$ cat config.mk
export PLATFORM = sky130hd
export DESIGN_NAME = baggage_drop_ctrl
export DESIGN_NICKNAME = d
export VERILOG_FILES = /design/src/rtl/baggage_drop_ctrl_pkg.sv /design/src/rtl/baggage_drop_ctrl_stability_checker.sv /design/src/rtl/baggage_drop_ctrl.sv
export SDC_FILE = /design/constraint.sdc
export NUM_CORES = 1
export LEC_CHECK = 0
export ABC_AREA = 0
export CAP_MARGIN = 20
export CORE_MARGIN = 5
export CORE_UTILIZATION = 41
export CTS_BUF_LIST = sky130_fd_sc_hd__clkbuf_4 sky130_fd_sc_hd__clkbuf_8 sky130_fd_sc_hd__clkbuf_16
export CTS_CLUSTER_SIZE = 14
export DETAILED_ROUTE_END_ITERATION = 6
export SETUP_SLACK_MARGIN = 0.2
export SLEW_MARGIN = 20
export SYNTH_ARGS = -nofsm -noshare
export SYNTH_HDL_FRONTEND = slang
export SYNTH_SLANG_ARGS = --single-unit
$ cat constraint.sdc
create_clock -name clk -period 4.05 [get_ports clk]
set_clock_uncertainty 0.05 [all_clocks]
set_input_delay 0.81 -clock clk [delete_from_list [all_inputs] [get_ports clk]]
set_output_delay 0.81 -clock clk [all_outputs]
set_load 0.01 [all_outputs]
$ cat src/rtl/baggage_drop_ctrl_pkg.sv
// Shared state encoding (doubles as the display code) and default parameter values
// for the baggage drop controller.
package baggage_drop_ctrl_pkg;

  localparam int unsigned DefStableCycles = 16;
  localparam int unsigned DefTol          = 2;
  localparam int unsigned DefMaxHeight    = 200;
  localparam int unsigned DefDropPulse    = 8;
  localparam int unsigned DefCooldown     = 32;

  typedef enum logic [2:0] {
    StIdle     = 3'd0,
    StSettle   = 3'd1,
    StArmed    = 3'd2,
    StDrop     = 3'd3,
    StCooldown = 3'd4,
    StFault    = 3'd5
  } state_e;

endpackage

$ cat src/rtl/baggage_drop_ctrl_stability_checker.sv
// Height deviation compare against the latched reference plus a saturating
// count of consecutive in-tolerance samples.
module baggage_drop_ctrl_stability_checker #(
  parameter int unsigned STABLE_CYCLES = 16,
  parameter int unsigned TOL           = 2
) (
  input  logic       clk,
  input  logic       rst_n,
  input  logic [7:0] height,
  input  logic [7:0] ref_height,
  input  logic       load,
  input  logic       incr,
  input  logic       clear,
  output logic       within_tol,
  output logic       reached
);

  localparam int unsigned CntW = $clog2(STABLE_CYCLES + 1);
  localparam logic [CntW-1:0] Target = CntW'(STABLE_CYCLES);
  localparam logic [CntW-1:0] Last   = CntW'(STABLE_CYCLES - 1);

  logic [CntW-1:0] cnt_q, cnt_d;
  logic [8:0]      diff, dev;

  // Bit 8 of the 9-bit difference flags height below the reference.
  assign diff       = {1'b0, height} - {1'b0, ref_height};
  assign dev        = diff[8] ? (~diff + 9'd1) : diff;
  assign within_tol = (dev <= 9'(TOL));
  // Asserted when the sample being counted now completes the stable run.
  assign reached    = (cnt_q >= Last);

  always_comb begin
    cnt_d = cnt_q;
    if (clear) begin
      cnt_d = '0;
    end else if (load) begin
      cnt_d = CntW'(1);
    end else if (incr && (cnt_q != Target)) begin
      cnt_d = cnt_q + 1'b1;
    end
  end

  always_ff @(posedge clk or negedge rst_n) begin
    if (!rst_n) begin
      cnt_q <= '0;
    end else begin
      cnt_q <= cnt_d;
    end
  end

endmodule

$ cat src/rtl/baggage_drop_ctrl.sv
// Baggage drop controller: settles on a stable height, arms, fires a fixed-length
// drop pulse on operator request, then cools down; out-of-range heights fault.
module baggage_drop_ctrl
  import baggage_drop_ctrl_pkg::*;
#(
  parameter int unsigned STABLE_CYCLES = DefStableCycles,
  parameter int unsigned TOL           = DefTol,
  parameter int unsigned MAX_HEIGHT    = DefMaxHeight,
  parameter int unsigned DROP_PULSE    = DefDropPulse,
  parameter int unsigned COOLDOWN      = DefCooldown
) (
  input  logic       clk,
  input  logic       rst_n,
  input  logic [7:0] height,
  input  logic       sample_en,
  input  logic       drop_en,
  output logic       drop_activated,
  output logic [7:0] latched_height,
  output logic [2:0] disp_code
);

  localparam int unsigned TmrMax = (DROP_PULSE > COOLDOWN) ? DROP_PULSE : COOLDOWN;
  localparam int unsigned TmrW   = $clog2(TmrMax + 1);
  localparam logic [TmrW-1:0] DropLast = TmrW'(DROP_PULSE - 1);
  localparam logic [TmrW-1:0] CoolLast = TmrW'(COOLDOWN - 1);
  localparam logic [7:0]      MaxH     = 8'(MAX_HEIGHT);

  state_e          state_q, state_d;
  logic [7:0]      latch_q, latch_d;
  logic [TmrW-1:0] tmr_q, tmr_d;
  logic            drop_q;
  logic            load, incr, within_tol, reached;

  baggage_drop_ctrl_stability_checker #(
    .STABLE_CYCLES(STABLE_CYCLES),
    .TOL          (TOL)
  ) u_stability_checker (
    .clk       (clk),
    .rst_n     (rst_n),
    .height    (height),
    .ref_height(latch_q),
    .load      (load),
    .incr      (incr),
    .clear     (state_d != StSettle),
    .within_tol(within_tol),
    .reached   (reached)
  );

  always_comb begin
    state_d = state_q;
    latch_d = latch_q;
    tmr_d   = tmr_q;
    load    = 1'b0;
    incr    = 1'b0;
    case (state_q)
      StIdle: begin
        if (sample_en) begin
          if (height > MaxH) begin
            state_d = StFault;
          end else if (height != 8'd0) begin
            state_d = StSettle;
            latch_d = height;
            load    = 1'b1;
          end
        end
      end
      StSettle: begin
        if (sample_en) begin
          if (height == 8'd0) begin
            state_d = StIdle;
          end else if (height > MaxH) begin
            state_d = StFault;
          end else if (!within_tol) begin
            latch_d = height;
            load    = 1'b1;
          end else begin
            incr = 1'b1;
            if (reached) state_d = StArmed;
          end
        end
      end
      StArmed: begin
        if (sample_en) begin
          if (height == 8'd0) begin
            state_d = StIdle;
          end else if ((height > MaxH) || !within_tol) begin
            // Over-height re-settles here; the next SETTLE sample raises the fault.
            state_d = StSettle;
            latch_d = height;
            load    = 1'b1;
          end else if (drop_en) begin
            state_d = StDrop;
            tmr_d   = '0;
          end
        end
      end
      StDrop: begin
        if (tmr_q >= DropLast) begin
          state_d = StCooldown;
          tmr_d   = '0;
        end else begin
          tmr_d = tmr_q + 1'b1;
        end
      end
      StCooldown: begin
        if (tmr_q >= CoolLast) begin
          state_d = StIdle;
          tmr_d   = '0;
          latch_d = 8'd0;
        end else begin
          tmr_d = tmr_q + 1'b1;
        end
      end
      StFault: begin
        if (sample_en && (height == 8'd0)) state_d = StIdle;
      end
      default: state_d = StIdle;
    endcase
  end

  always_ff @(posedge clk or negedge rst_n) begin
    if (!rst_n) begin
      state_q <= StIdle;
      latch_q <= 8'd0;
      tmr_q   <= '0;
      drop_q  <= 1'b0;
    end else begin
      state_q <= state_d;
      latch_q <= latch_d;
      tmr_q   <= tmr_d;
      drop_q  <= (state_d == StDrop);
    end
  end

  assign drop_activated = drop_q;
  assign latched_height = latch_q;
  assign disp_code      = state_q;

endmodule
## After elaboration in Yosys (flattened, before gate mapping)

Cells that the tools add are included.

| word-level totals | value |
|---|---|
| register bits after elaboration | 23 |
| bits in latches | 0 |
| RAM bits | 0 |
| bits in read-only memories | 0 |
| output and inout port bits | 12 |
| word-level logic and storage cells | 103 |
| memories | 0 |

| cells by class | value |
|---|---|
| add/sub/neg operators | 4 |
| multiply operators | 0 |
| div/mod/pow operators | 0 |
| order comparisons | 5 |
| eq/ne operators | 21 |
| shifts and indexed selects | 0 |
| muxes and demuxes | 55 |
| bitwise logic cells | 1 |
| reductions and logical operators | 12 |

Operator list:

| cell | number |
|---|---|
| 8-bit 2-to-1 mux | 11 |
| 3-bit 2-to-1 mux | 15 |
| 6-bit 2-to-1 mux | 6 |
| 8-bit case mux with 4 select lines | 1 |
| 2-bit inequality test (second input constant) | 13 |
| 3-bit case mux with 6 select lines | 1 |
| 6-bit case mux with 3 select lines | 1 |
| 1-bit 2-to-1 mux | 15 |
| 5-bit 2-to-1 mux | 3 |
| 12-bit AND reduction | 1 |
| 9-bit by 1-bit adder with 9-bit output (second input constant) | 1 |
| 3-bit by 2-bit == test with 1-bit output (second input constant) | 3 |
| 9-bit by 2-bit less-or-equal comparator with 1-bit output (second input constant) | 1 |
| 9-bit 2-to-1 mux | 1 |
| 9-bit NOT | 1 |
| 8-bit by 8-bit subtractor with 9-bit output | 1 |
| 8-bit > comparator (second input constant) | 1 |
| 8-bit logical NOT | 1 |
| 8-bit nonzero test | 1 |
| 6-bit by 1-bit adder with 6-bit output (second input constant) | 1 |
| 3-bit == test (second input constant) | 2 |
| 6-bit by 3-bit greater-or-equal comparator with 1-bit output (second input constant) | 1 |
| 6-bit by 5-bit greater-or-equal comparator with 1-bit output (second input constant) | 1 |
| 3-bit nonzero test | 2 |
| 12 further kinds | 13 |

## Depth between registers and ports, before layout

Gate-level depths: netlist of run 1.

| depth | value |
|---|---|
| depth after elaboration | 14 |
| mapped depth | 13 |
| depth with buffers taken out | 12 |

## Hierarchy

A second synthesis of run 1 with hierarchy kept.

| unflattened totals | value |
|---|---|
| cell total of the unflattened synthesis | 218 |
| area total of the unflattened synthesis | 1,920.6 µm² |

Modules (own cells, without submodules):

| module | times used | cells an instance | area an instance (µm²) | sequential area each (µm²) |
|---|---|---|---|---|
| baggage_drop_ctrl | 1 | 107 | 1,052.3 | 450.4 |
| baggage_drop_ctrl_stability_checker | 1 | 111 | 868.3 | 125.1 |

## Worst setup path after synthesis of run 1

Ideal clock, no wire load.

| path | value |
|---|---|
| path type | in2reg |
| from | input height[0] |
| to | register u_stability_checker.cnt_q[2] |
| library setup time | 0.080 ns |
| arrival | 3.613 ns |
| slack | 0.307 ns |
| cell stages on the path | 13 |
| buffers on the path | 1 |
| path through | inv_1 ha_1 inv_1 fa_1 xnor2_1 nand3b_1 and3_1 o2111a_1 a211o_1 and3_1 buf_4 a2111o_1 nor3b_2 |

| on the way | value |
|---|---|
| longest elaborated chain between the ends | 13 |
| elaborated cells on any way between the ends | 44 |
| classes of those cells | add/sub (2); order compare (2); eq/ne (1); mux (31); bitwise (1); reduce/logical (7) |

Ends and longest elaborated chain:

| item | RTL line | source |
|---|---|---|
| start, declared | baggage_drop_ctrl.sv:14 | `input logic [7:0] height,` |
| 8-bit by 8-bit subtractor with 9-bit output | baggage_drop_ctrl_stability_checker.sv:26 | `assign diff = {1'b0, height} - {1'b0, ref_height};` |
| 9-bit NOT | baggage_drop_ctrl_stability_checker.sv:27 | `assign dev = diff[8] ? (~diff + 9'd1) : diff;` |
| 9-bit by 1-bit adder with 9-bit output | baggage_drop_ctrl_stability_checker.sv:27 |  |
| 9-bit 2-to-1 mux | baggage_drop_ctrl_stability_checker.sv:27 |  |
| 9-bit by 2-bit less-or-equal comparator with 1-bit output | baggage_drop_ctrl_stability_checker.sv:28 | `assign within_tol = (dev <= 9'(TOL));` |
| 1-bit logical NOT | baggage_drop_ctrl.sv:86 | `end else if ((height > MaxH) \|\| !within_tol) begin` |
| 1-bit logical OR | baggage_drop_ctrl.sv:86 |  |
| 3-bit 2-to-1 mux / 1-bit 2-to-1 mux (equally long branches) | baggage_drop_ctrl.sv:86 |  |
| 3-bit 2-to-1 mux / 1-bit 2-to-1 mux (equally long branches) | baggage_drop_ctrl.sv:84 | `if (height == 8'd0) begin` |
| 3-bit 2-to-1 mux / 1-bit 2-to-1 mux (equally long branches) | baggage_drop_ctrl.sv:83 | `if (sample_en) begin` |
| 3-bit case mux with 6 select lines / 1-bit case mux with 3 select lines (equally long branches) | baggage_drop_ctrl.sv:55 | `case (state_q)` |
| 3-bit by 1-bit inequality test with 1-bit output / 5-bit 2-to-1 mux (equally long branches) | baggage_drop_ctrl.sv:44, baggage_drop_ctrl_stability_checker.sv:36 |  |
| 3-bit nonzero test (no line) / 5-bit 2-to-1 mux (equally long branches) | -- |  |
| end signal, assigned | baggage_drop_ctrl_stability_checker.sv:47 | `cnt_q <= cnt_d;` |
| end, declared | baggage_drop_ctrl_stability_checker.sv:22 | `logic [CntW-1:0] cnt_q, cnt_d;` |

Several ways; a longest one is shown, not always the timed one.
A chain may end at the register's enable or synchronous reset.

## Worst setup path in the final report of run 1

| path | value |
|---|---|
| from | input height[1] |
| to | register tmr_q[0] |

| on the way | value |
|---|---|
| longest elaborated chain between the ends | 9 |
| elaborated cells on any way between the ends | 12 |
| classes of those cells | add/sub (2); order compare (2); eq/ne (2); mux (1); bitwise (1); reduce/logical (4) |

Ends and longest elaborated chain:

| item | RTL line | source |
|---|---|---|
| 8-bit by 8-bit subtractor with 9-bit output | baggage_drop_ctrl_stability_checker.sv:26 |  |
| 9-bit NOT | baggage_drop_ctrl_stability_checker.sv:27 |  |
| 9-bit by 1-bit adder with 9-bit output | baggage_drop_ctrl_stability_checker.sv:27 |  |
| 9-bit 2-to-1 mux | baggage_drop_ctrl_stability_checker.sv:27 |  |
| 9-bit by 2-bit less-or-equal comparator with 1-bit output | baggage_drop_ctrl_stability_checker.sv:28 |  |
| 1-bit logical NOT | baggage_drop_ctrl.sv:86 |  |
| 1-bit logical OR | baggage_drop_ctrl.sv:86 |  |
| 2-bit inequality test (no line) | -- |  |
| 5-bit AND reduction (no line) (*) | -- |  |
| end signal, assigned | baggage_drop_ctrl.sv:130 | `tmr_q <= tmr_d;` |
| end, declared | baggage_drop_ctrl.sv:30 | `logic [TmrW-1:0] tmr_q, tmr_d;` |

Mark *: on every way between the ends. The rest lies on a longest branch, timed or not.

==> impl_metrics.py, run 1 <==
metrics = {
    "finish": {
        "syn2layout_area_growth_pct": 28.6,
        "final_nets": 338,
        "final_cell_mix": "buf_4 (28), nand2_1 (25), dfrtp_1 (23)",
        "stdcell_area_um2": 2820,
        "final_common_cell": "buf_4",
        "fillers": 518,
        "drive_gt1_share_pct": 21.2,
        "final_core_util_pct": 54.9,
        "num_antenna_cells": 0,
    },
    "clocking": {
        "insertion_delay_ns": 0.27,
        "hold_buffers": 0,
        "cts.sinks": 23,
        "cts_root_buf": "clkbuf_8",
        "cts_buffers": 3,
        "htreeDepth": 1,
        "cts_tree": "built",
        "clkTransAtPathRegs_ns": 0.09,
        "cts_buffer_depth": 2,
    },
    "routing": {
        "dr.pass1.iters": 4,
        "wl_per_cell_um": 15.0,
        "postRouteWirelength_um": 5710,
        "vias": 2194,
        "remaining_drc_errors": 0,
        "via_per_inst": 5.74,
        "drt_iter0_drc": 192,
        "ant_nets": 0,
    },
    "pwr": {
        "p_per_area_nw_per_um2": 707,
        "finalPower_mw": 2.00,
        "irDropWorstVdd_uv": 297,
        "p_leak_nw": 1.19,
    },
    "synth": {
        "netlist_instances": 265,
        "synth_edf_count": 0,
        "synth_fp_nets": 290,
        "synth.distinct_cells": 64,
        "netlist_area_um2": 2200,
        "ys_async_sr_fraction_pct": 100,
        "synth.avg_cell_area_um2": 8.29,
        "ys_warn_count": 0,
        "ys_seq_elements": 23,
        "synth-main-ff-cell": "dfrtp_1",
        "ys_seq_area_share_pct": 26.2,
    },
    "sta": {
        "rsz0062_at_grt": "no",
        "slew_violations": 0,
        "relSlewSlack_pct": 59.6,
        "min_period_over_period_pct": 92.9,
        "tightest_slew_ns": 0.600,
        "fin_setup_tns_ns": 0,
        "hold_ws_ns": 0.452,
        "setup_viol": 0,
        "hold_viol": 0,
        "fmax_ghz": 0.266,
        "min_period_ns": 3.76,
    },
    "grt": {
        "grt_pass1_wl_um": 9690,
        "antenna_found_initial": 0,
        "grtUsageTotal_pct": 16.3,
        "overflow": 0,
        "grt_max_degree": 24,
        "grt_pass1_vias": 2119,
    },
    "worst_setup_path": {
        "end_kind": "flop",
        "critPathLaunch": "height[1]",
        "reg2reg_from": "latched_height[1]",
        "regToRegSetupSlack_ns": 0.80,
        "crit_path_max_fanout": 4,
        "critPathMaxStageDelay_ns": 0.51,
        "ff2ff_path_depth": 10,
        "worst_ep_arrival_time_ns": 3.86,
        "cp.required_ns": 4.15,
        "cp_slowest_cell": "clkdlybuf4s50_1",
        "start_kind": "input port",
        "criticalPathCategory": "input port to flop",
        "path_cells": "clkdlybuf4s50_1 -> ha_1 -> nor2b_1 -> o2111a_1 -> or3_4 -> a2111o_1 -> a311oi_2 -> and3_4 -> a31oi_1 -> a221o_1",
    },
    "die": {
        "row_count": 26,
        "die_w_um": 83.2,
        "core_area_um2": 5140,
        "io_pins": 24,
        "die_h_um": 83.2,
        "dieArea_um2": 6920,
        "initial_core_util_pct": 42.7,
    },
    "placed_design": {
        "dp_hpwl_um": 4390,
        "gp_congestion": 0.872,
        "port_buffers": 23,
        "postPlaceCellArea_um2": 2660,
    },
    "status": {
        "status": "completed",
    },
    "run": {
        "max_cap_viol_count": 0,
    },
    "hold_path": {
        "hp-class": "input port to async pin",
    },
}
final cells by class:
| class | count | area (um2) | share of cell area, % |
|---|---|---|---|
| clock inverters | 1 | 5.00 | 0.177 |
| repair buffers | 51 | 438 | 15.5 |
| clock buffers | 3 | 41.3 | 1.46 |
| flip-flops and latches | 23 | 576 | 20.4 |
| multi-input cells | 213 | 1600 | 56.6 |
| inverters | 21 | 78.8 | 2.79 |
| well taps | 70 | 87.6 | 3.10 |
where the power goes:
group / switching [mW] / internal (mW)
combinational: 0.795 / 0.695
clock: 0.0794 / 0.0688
sequential: 0.0664 / 0.290
state kept, by name, indices dropped and copies added (netlist names):
register and count:
u_stability_checker.cnt_q 5, drop_activated 1, tmr_q 6, latched_height 8, disp_code 3
metal layers:
metal	GRT usage (%)	up-vias	routed length (um)
met4	3.71	0	74
li1	-	1094	-
met1	24.0	1044	2890
met3	1.98	8	183
met2	25.1	48	2560
met5	0	-	0
path summary, 6_finish.rpt:
check	end
min in group clk	tmr_q[4]
max in group asynchronous	u_stability_checker.cnt_q[2]
min	latched_height[2]
min reg2reg	tmr_q[4]
max	tmr_q[0]
max reg2reg	tmr_q[0]
metrics by stage:
step | worst slack (ns) | cells
2_1_floorplan | 0.307 | 265
6_report | 0.286 | 382
3_3_place_gp | -0.0640 | 375
5_1_grt | 0.198 | 382
3_5_place_dp | -0.105 | 375
4_1_cts | 0.228 | 379
logic make-up (layout without fill, tap and decap cells):
group	Yosys count	count (layout)	synth area share, %
multiplexers	12	12	5.64
AO/OA/AOI/OAI	82	82	26.6
flip-flops	23	23	26.2
AND/OR/NAND/NOR	102	102	26.7
buffers and inverters	29	76	5.47
adder cells (fa/ha/maj)	13	13	7.75
XOR/XNOR	4	4	1.60
timing repair:
action | in CTS | in global routing
resized for setup | 2 | 18
setup endpoints to repair | 12 | 19
pin swaps | 0 | 12
buffers inserted | 0 | 3
synthesized netlist by cell type (5+ instances only):
master | number | area share (%)
a21o_1 | 6 | 2.1
nand3_1 | 10 | 2.3
ha_1 | 12 | 6.8
a21oi_1 | 20 | 4.6
nor3_1 | 7 | 1.6
nand2_1 | 25 | 4.3
and3_1 | 5 | 1.4
dfrtp_1 | 23 | 26
o21ai_0 | 10 | 2.3
a31oi_1 | 8 | 2.3
mux2i_1 | 9 | 4.1
nand2b_1 | 7 | 2.0
nor2_1 | 14 | 2.4
clkbuf_1 | 6 | 1.0
inv_1 | 20 | 3.4
critical path: cells and delay by family:
kind            cells  cell delay [ns]
compound gates      5             1.52
simple gates        3             0.75
fa+ha+maj           1             0.26
buf+inv             1             0.51
Power figures use the tool's default switching activity.
==> run 2, diff against run 1 <==
Settings changed: GPL_ROUTABILITY_DRIVEN set to 1.
==> results of run 2 <==
Final layout, timing and power as in run 1 (identical DEF).
